--- config.mk ---
export PLATFORM = sky130hd
export DESIGN_NAME = text_overlay_renderer_flat
export DESIGN_NICKNAME = d
export VERILOG_FILES = /design/src/rtl/text_overlay_renderer_pkg.sv /design/src/rtl/text_overlay_renderer_if.sv /design/src/rtl/font_rom_sync.sv /design/src/rtl/text_overlay_renderer.sv /design/src/flat_wrapper.sv
export SDC_FILE = /design/constraint.sdc
export NUM_CORES = 1
export LEC_CHECK = 0
export CORE_UTILIZATION = 28
export CTS_BUF_LIST = sky130_fd_sc_hd__clkbuf_16
export CTS_CLUSTER_SIZE = 24
export DETAILED_ROUTE_END_ITERATION = 12
export GPL_ROUTABILITY_DRIVEN = 0
export PLACE_DENSITY_LB_ADDON = 0.25
export SLEW_MARGIN = 30
export SYNTH_ARGS = -nofsm -noshare
export SYNTH_HDL_FRONTEND = slang
export SYNTH_SLANG_ARGS = --single-unit
export TNS_END_PERCENT = 10
--- constraint.sdc ---
create_clock -name Clk -period 4.5 [get_ports Clk]
set_clock_uncertainty 0.2 [all_clocks]
set_input_delay 0.45 -clock Clk [delete_from_list [all_inputs] [get_ports Clk]]
set_output_delay 0.45 -clock Clk [all_outputs]
set_load 0.05 [all_outputs]
--- src/rtl/text_overlay_renderer_pkg.sv ---
// Shared types for the title text overlay: font geometry,
// stage bundles and the built-in glyph table.
package text_pkg;

  localparam int FONT_W = 8;
  localparam int FONT_H = 16;

  typedef logic [6:0]  char_t;
  typedef logic [10:0] font_addr_t;

  typedef struct packed {
    logic       visible;
    logic [2:0] bidx;
    logic [3:0] row;
  } s1_t;

  typedef struct packed {
    logic       visible;
    logic       nonblank;
    logic [2:0] bidx;
  } s2_t;

  // Synthetic glyph set; code 0 is an empty cell.
  function automatic logic [7:0] font_glyph(font_addr_t a);
    logic [7:0] cc;
    logic [7:0] rr;
    cc = {1'b0, a[10:4]};
    rr = {4'b0, a[3:0]};
    if (a[10:4] == 7'd0) return 8'd0;
    return (cc * 8'd37 + rr * 8'd19) ^ {a[3:0], a[7:4]};
  endfunction

endpackage

--- src/rtl/text_overlay_renderer_if.sv ---
// Scan-position, text ROM and pixel signals of the overlay.
// master: video timing / text ROM side, slave: the renderer.
interface text_overlay_renderer_if;
  import text_pkg::*;

  logic       frame_start;
  logic       restart;
  logic [9:0] DrawX;
  logic [9:0] DrawY;
  logic [3:0] text_addr;
  char_t      text_data;
  logic       pixel_on;
  logic       reveal_done;

  modport master (
    output frame_start, restart, DrawX, DrawY, text_data,
    input  text_addr, pixel_on, reveal_done
  );

  modport slave (
    input  frame_start, restart, DrawX, DrawY, text_data,
    output text_addr, pixel_on, reveal_done
  );

endinterface

--- src/rtl/font_rom_sync.sv ---
// 2048x8 glyph ROM, registered output, one-cycle read latency.
module font_rom_sync
  import text_pkg::*;
(
  input  logic       clk,
  input  font_addr_t addr,
  output logic [7:0] data
);

  always_ff @(posedge clk) begin
    data <= font_glyph(addr);
  end

endmodule

--- src/rtl/text_overlay_renderer.sv ---
// Title text pixel generator: box decode, 3-stage glyph
// pipeline and frame-counted typewriter reveal.
module text_overlay_renderer
  import text_pkg::*;
#(
  parameter logic [9:0] X0              = 10'd256,
  parameter logic [9:0] Y0              = 10'd64,
  parameter int         NCHARS          = 9,
  parameter int         FRAMES_PER_CHAR = 8
) (
  input logic                     Clk,
  input logic                     Reset_n,
  text_overlay_renderer_if.slave  bus
);

  localparam logic [10:0] XEND =
    11'(X0) + 11'(FONT_W * NCHARS);
  localparam logic [10:0] YEND =
    11'(Y0) + 11'(FONT_H);
  localparam logic [4:0] NC    = 5'(NCHARS);
  localparam logic [7:0] FLAST = 8'(FRAMES_PER_CHAR - 1);

  logic       in_box;
  logic [7:0] dx8;
  logic [3:0] dy4;
  s1_t        s1_d;
  s1_t        s1_q;
  s2_t        s2_q;
  font_addr_t font_addr;
  logic [7:0] font_byte;
  logic [4:0] reveal_count;
  logic [7:0] frame_cnt;

  // Only the low offset bits matter inside the box, so the
  // subtraction is done at reduced width.
  always_comb begin
    in_box = (bus.DrawX >= X0)
          && ({1'b0, bus.DrawX} < XEND)
          && (bus.DrawY >= Y0)
          && ({1'b0, bus.DrawY} < YEND);
    dx8 = bus.DrawX[7:0] - X0[7:0];
    dy4 = bus.DrawY[3:0] - Y0[3:0];
    s1_d = '0;
    s1_d.visible = in_box && (dx8[7:3] < reveal_count);
    s1_d.bidx = dx8[2:0];
    s1_d.row = dy4;
  end

  always_ff @(posedge Clk or negedge Reset_n) begin
    if (!Reset_n) begin
      s1_q          <= '0;
      bus.text_addr <= '0;
    end else begin
      s1_q          <= s1_d;
      bus.text_addr <= in_box ? dx8[6:3] : 4'd0;
    end
  end

  assign font_addr = {bus.text_data, s1_q.row};

  font_rom_sync u_font (
    .clk  (Clk),
    .addr (font_addr),
    .data (font_byte)
  );

  always_ff @(posedge Clk or negedge Reset_n) begin
    if (!Reset_n) begin
      s2_q <= '0;
    end else begin
      s2_q.visible  <= s1_q.visible;
      s2_q.nonblank <= |bus.text_data;
      s2_q.bidx     <= s1_q.bidx;
    end
  end

  always_ff @(posedge Clk or negedge Reset_n) begin
    if (!Reset_n) begin
      bus.pixel_on <= 1'b0;
    end else begin
      bus.pixel_on <= font_byte[3'd7 - s2_q.bidx]
                   && s2_q.visible
                   && s2_q.nonblank;
    end
  end

  always_ff @(posedge Clk or negedge Reset_n) begin
    if (!Reset_n) begin
      reveal_count    <= '0;
      frame_cnt       <= '0;
      bus.reveal_done <= 1'b0;
    end else if (bus.restart) begin
      reveal_count    <= '0;
      frame_cnt       <= '0;
      bus.reveal_done <= 1'b0;
    end else if (bus.frame_start && reveal_count < NC) begin
      if (frame_cnt == FLAST) begin
        frame_cnt       <= '0;
        reveal_count    <= reveal_count + 5'd1;
        bus.reveal_done <= (reveal_count + 5'd1) == NC;
      end else begin
        frame_cnt <= frame_cnt + 8'd1;
      end
    end
  end

endmodule

--- src/flat_wrapper.sv ---
// flat-port wrapper written by rule: the top's interface ports become plain ports
module text_overlay_renderer_flat import text_pkg::*;
#(
  parameter logic [9:0] X0              = 10'd256,
  parameter logic [9:0] Y0              = 10'd64,
  parameter int         NCHARS          = 9,
  parameter int         FRAMES_PER_CHAR = 8
)
  (Clk, Reset_n, bus_frame_start, bus_restart, bus_DrawX, bus_DrawY, bus_text_data, bus_text_addr, bus_pixel_on, bus_reveal_done);
  text_overlay_renderer_if bus_i ();
  input logic Clk;
  input logic Reset_n;
  input wire logic [$bits(bus_i.frame_start)-1:0] bus_frame_start;
  input wire logic [$bits(bus_i.restart)-1:0] bus_restart;
  input wire logic [$bits(bus_i.DrawX)-1:0] bus_DrawX;
  input wire logic [$bits(bus_i.DrawY)-1:0] bus_DrawY;
  input wire logic [$bits(bus_i.text_data)-1:0] bus_text_data;
  output wire logic [$bits(bus_i.text_addr)-1:0] bus_text_addr;
  output wire logic [$bits(bus_i.pixel_on)-1:0] bus_pixel_on;
  output wire logic [$bits(bus_i.reveal_done)-1:0] bus_reveal_done;
  assign bus_i.frame_start = bus_frame_start;
  assign bus_i.restart = bus_restart;
  assign bus_i.DrawX = bus_DrawX;
  assign bus_i.DrawY = bus_DrawY;
  assign bus_i.text_data = bus_text_data;
  assign bus_text_addr = bus_i.text_addr;
  assign bus_pixel_on = bus_i.pixel_on;
  assign bus_reveal_done = bus_i.reveal_done;
  text_overlay_renderer #(.X0(X0), .Y0(Y0), .NCHARS(NCHARS), .FRAMES_PER_CHAR(FRAMES_PER_CHAR)) u_core (.Clk(Clk), .Reset_n(Reset_n), .bus(bus_i));
endmodule
* Word level (Yosys, flattened, before mapping) *
Index checks and enable logic that the tools add are counted.

storage, ports and cells
  flip-flop bits (word level) = 40
  input bits = 31
  output and inout port bits = 6
  word-level logic and storage cells = 55

cells by class
  add/subtract/negate cells = 4
  multipliers = 2
  magnitude comparators = 7
  equal/unequal tests = 2
  multiplexer cells = 15
  bitwise gates (word level) = 1
  reductions and logical operators = 12

operator list
  cell                 number
  $mux 8               5
  $mux 5               3
  $ge 10x7->1 const B  1
  $ge 10x9->1 const B  1
  $lt 10x7->1 const B  1
  $lt 10x9->1 const B  1
  $add 8x1->8 const B  1
  $add 8x8->8          1
  $eq 8x3->1 const B   1
  $mul 4x5->8 const B  1
  $mul 7x6->8 const B  1
  $xor 8x8->8          1
  $logic_and 1x1->1    7
  $logic_not 7->1      1
  $reduce_or 7->1      1
  $add 5x1->5 const B  1
  $eq 5x4->1 const B   1
  $lt 5x4->1 const B   1
  $lt 5x5->1           1
  $mux 1               5
  $lt 3x4->1 const B   1
  $mux 4               1
  $reduce_bool 2->1    2
  $bmux 1 s3           1
  2 further kinds      2

* Logic depth before layout (Yosys ltp) *
  depth after elaboration = 5
  gate-level depth with buffers = 16
  gate-level depth less buffers = 16

* Cells and area by module *
A second synthesis with hierarchy kept.

second synthesis, totals
  cells, all modules = 236
  area total of the unflattened synthesis = 2496.1 um^2

by module, submodules not included
  module                 times used  cells each  area each (um^2)  sequential area each (um^2)
  text_overlay_renderer  1           132         1496.4            800.8
  font_rom_sync          1           104         999.7             160.2

* Worst setup path after synthesis *
OpenSTA, ideal clock, no wires.

  path type = reg-to-reg
  start point = register u_core.s1_q (netlist bit u_core.font_addr[2])
  end point = register u_core.u_font.data[6]
  library setup time = 0.115 ns
  arrival = 3.141 ns
  data required time = 4.185 ns
  path slack = 1.043 ns
  stages on the path, launching flop included = 14
  path buffers = 0
  period minus slack after synthesis = 3.457 ns
  cell sequence = dfrtp_1 > inv_1 > ha_1 > ha_1 > or2_2 > fa_1 > ha_1 > inv_1 > fa_1 > inv_1 > ha_1 > a21oi_1 > o21ai_0 > a21bo_2

on the way
  longest elaborated chain between the ends = 4

ends and longest elaborated chain
  element                 RTL line                         RTL
  from (decl)             text_overlay_renderer.sv:27      s1_t s1_q;
  from (signal assigned)  text_overlay_renderer.sv:51      s1_q <= '0;
  from (signal assigned)  text_overlay_renderer.sv:54      s1_q <= s1_d;
  $mul 4x5->8             text_overlay_renderer_pkg.sv:30  return (cc * 8'd37 + rr * 8'd19) ^ {a[3:0], a[7:4]};
  $add 8x8->8             text_overlay_renderer_pkg.sv:30
  $xor 8x8->8 *           text_overlay_renderer_pkg.sv:30
  $mux 8 *                text_overlay_renderer_pkg.sv:30
  to (signal assigned)    font_rom_sync.sv:11              data <= font_glyph(addr);
  to (decl)               font_rom_sync.sv:7               output logic [7:0] data

Every way passes the cells marked *; elsewhere a longest branch is shown, timed or not.
A chain may end at the register's enable or synchronous reset.

* Worst setup path in the final report *
Same ends and word-level chain as after synthesis.

==> results_dict.tcl <==
set metrics [dict create \
    cts_hold_buf 0 \
    syn-cell-area_sq_mm 0.00242 \
    start_kind "flip-flop" \
    drive_above_1_share_pct 6.69 \
    fin_tns_setup_ps 0 \
    num_vias 1671 \
    critPathKind "flip-flop to flip-flop" \
    cts_tree "built" \
    ys_ff_latch 40 \
    drt-total-wl_um 4480 \
    grt_max_degree 33 \
    grt_pass1_wl_um 7890 \
    syn2layout_area_growth_pct 26.3 \
    grt_pass1_vias 1685 \
    crit_fanout 5 \
    final_area_sq_mm 0.00306 \
    nNetsFinal 337 \
    die_h_um 95.0 \
    syn_inst 227 \
    rsz0062_at_grt "no" \
    mostFrequentLayoutCells "clkdlybuf4s50_1, dfrtp_1, inv_1, ha_1, nor2_1" \
    wl_per_cell_um 12.0 \
    htreeDepth 2 \
    cp-end-kind "flip-flop" \
    synth-async-reset-ratio_pct 80.0 \
    clock_path_buffers 2 \
    diodes 0 \
    drcViolationCount 0 \
    hold_viol 0 \
    initial_core_util_pct 29.2 \
    power_density_mw_per_mm2 364 \
    synth-main-ff-cell "dfrtp_1" \
    postPlaceCellArea_sq_mm 0.00290 \
    clkTransAtPathRegs_ps 50 \
    synth_edf_count 0 \
    grtUsageTotal_pct 11.3 \
    yosys.cell_types.count 44 \
    ios 37 \
    period_minus_slack_ps 3670 \
    slew_headroom_pct 66.4 \
    cts_resized 0 \
    fmax_mhz 273 \
    drtAntennaViolNets 0 \
    cp_data_arrival_time_ps 3630 \
    ys_seq_area_share_pct 39.7 \
    die_x_um 95.0 \
    final_common_cell "clkdlybuf4s50_1" \
    drt_iter0_drc 31 \
    synth_nets 296 \
    status "completed" \
    avgSynthCellArea_sq_um 10.7 \
    post_cts_buffers 0 \
    ir_drop_mv 0.155 \
    cts_buffers 5 \
    maxSlewViolCount 0 \
    antenna_found_initial 0 \
    dieArea_sq_mm 0.00902 \
    fin_crit_sh_pct 81.4 \
    core_sq_mm 0.00830 \
    clk_latency_ps 270 \
    rows 33 \
    cts-root-buf "clkbuf_16" \
    cts_sinks 40 \
    holdCritPathClass "flip-flop to flip-flop" \
    drt_pass1_iterations 4 \
    p_leak_nw 1.39 \
    hpwl_um 3620 \
    tightest_slew_ps 502 \
    drv_cap 0 \
    yosysWarningCount 0 \
    grt_overflow 0 \
    final-setup-viol-count 0 \
    via_per_inst 4.47 \
    io_buffer_count 36 \
    cp.required_ps 4460 \
]
flip-flops by register name (all words and copies together), names as in the netlist:
register / flops
u_core.bus.text_addr: 4
u_core.bus.reveal_done: 1
u_core.font_addr: 4
u_core.frame_cnt: 8
u_core.u_font.data: 8
u_core.s1_q: 4
u_core.reveal_count: 5
u_core.s2_q: 5
u_core.bus.pixel_on: 1
cell type report:
cell class | instances | area (sq um)
multi-input cells | 154 | 1330
well taps | 105 | 131
inverters | 30 | 113
fillers | 819 | 5240
clock buffers | 6 | 150
clock inverters | 2 | 7.51
flip-flops and latches | 40 | 961
repair buffers | 37 | 368
stage by stage:
step           total power [mW]  cells  hold WS [ps]  utilization (%)  setup WS, ps
3_5_place_dp              0.760    366           135             34.9           628
3_3_place_gp              0.758    366           133             34.9           683
6_report                   1.11    374           146             36.8           835
4_1_cts                    1.13    374           148             36.8           790
5_1_grt                    1.20    374           156             36.8           625
2_1_floorplan             0.669    227         -45.6                -          1040
metal layers:
layer / GRT usage [%] / up-vias / share of wire (%)
met3: 2.58 / 2 / 3.4
met1: 16.2 / 787 / 51
met5: 0 / - / 0
li1: - / 852 / -
met2: 17.1 / 30 / 45
met4: 2.65 / 0 / 0.76
Yosys cell counts, drive strengths merged (2+ instances only):
cell / count / area (sq um)
a21o: 3 / 22.5
nor4b: 2 / 17.5
nor3b: 2 / 15.0
mux2i: 2 / 20.0
ha: 30 / 375
xnor2: 12 / 105
nand4: 2 / 12.5
nor3: 4 / 20.0
xor2: 5 / 43.8
o31ai: 3 / 36.3
or3: 4 / 28.8
buf: 2 / 16.3
o21ai: 9 / 45.0
mux4: 2 / 45.0
fa: 8 / 160
nor2: 13 / 48.8
nand2: 8 / 30.0
and2: 6 / 37.5
or4: 2 / 15.0
nand3: 9 / 45.0
dfrtp: 32 / 801
inv: 30 / 113
a21oi: 13 / 68.8
dfxtp: 8 / 160
cell families (layout without fill, tap and decap cells):
| logic type | after synthesis | after routing | share of synthesized area, % |
|---|---|---|---|
| and+or+nand+nor | 60 | 60 | 13.6 |
| AOI/OAI and AO/OA | 33 | 33 | 8.89 |
| muxes | 5 | 5 | 3.15 |
| buffers and inverters | 33 | 75 | 5.48 |
| xor gates and xnor gates | 18 | 18 | 7.08 |
| DFF | 40 | 40 | 39.7 |
| adders and majority gates | 38 | 38 | 22.1 |
power breakdown:
group          switching (mW)  internal [mW]  leakage (nW)
Combinational           0.162          0.176         0.826
Clock                   0.126          0.235        0.0771
Sequential             0.0139          0.399         0.485
Total                   0.302          0.810          1.39
worst max-delay path, stage by stage, from the launching register on:
cell and delay [ps]:
dfrtp_1 450, inv_1 70, ha_1 190, ha_1 160, or2_2 300, fa_1 440
ha_1 290, inv_1 50, fa_1 490, inv_1 40, ha_1 340, a21oi_1 210
o21ai_0 120, a21bo_2 200
final timing paths:
kind                                startpoint                     to  slack [ps]  depth (start not counted)
hold reg to reg                 u_core.s1_q[5]         u_core.s2_q[1]         150                          0
min in group asynchronous              Reset_n    u_core.frame_cnt[3]         380                          2
hold / removal                  u_core.s1_q[5]         u_core.s2_q[1]         150                          0
setup / recovery           u_core.font_addr[2]  u_core.u_font.data[6]         830                         13
setup reg to reg           u_core.font_addr[2]  u_core.u_font.data[6]         830                         13
max in group asynchronous              Reset_n    u_core.font_addr[0]        3420                          2
(Power assumes the default switching activity.)
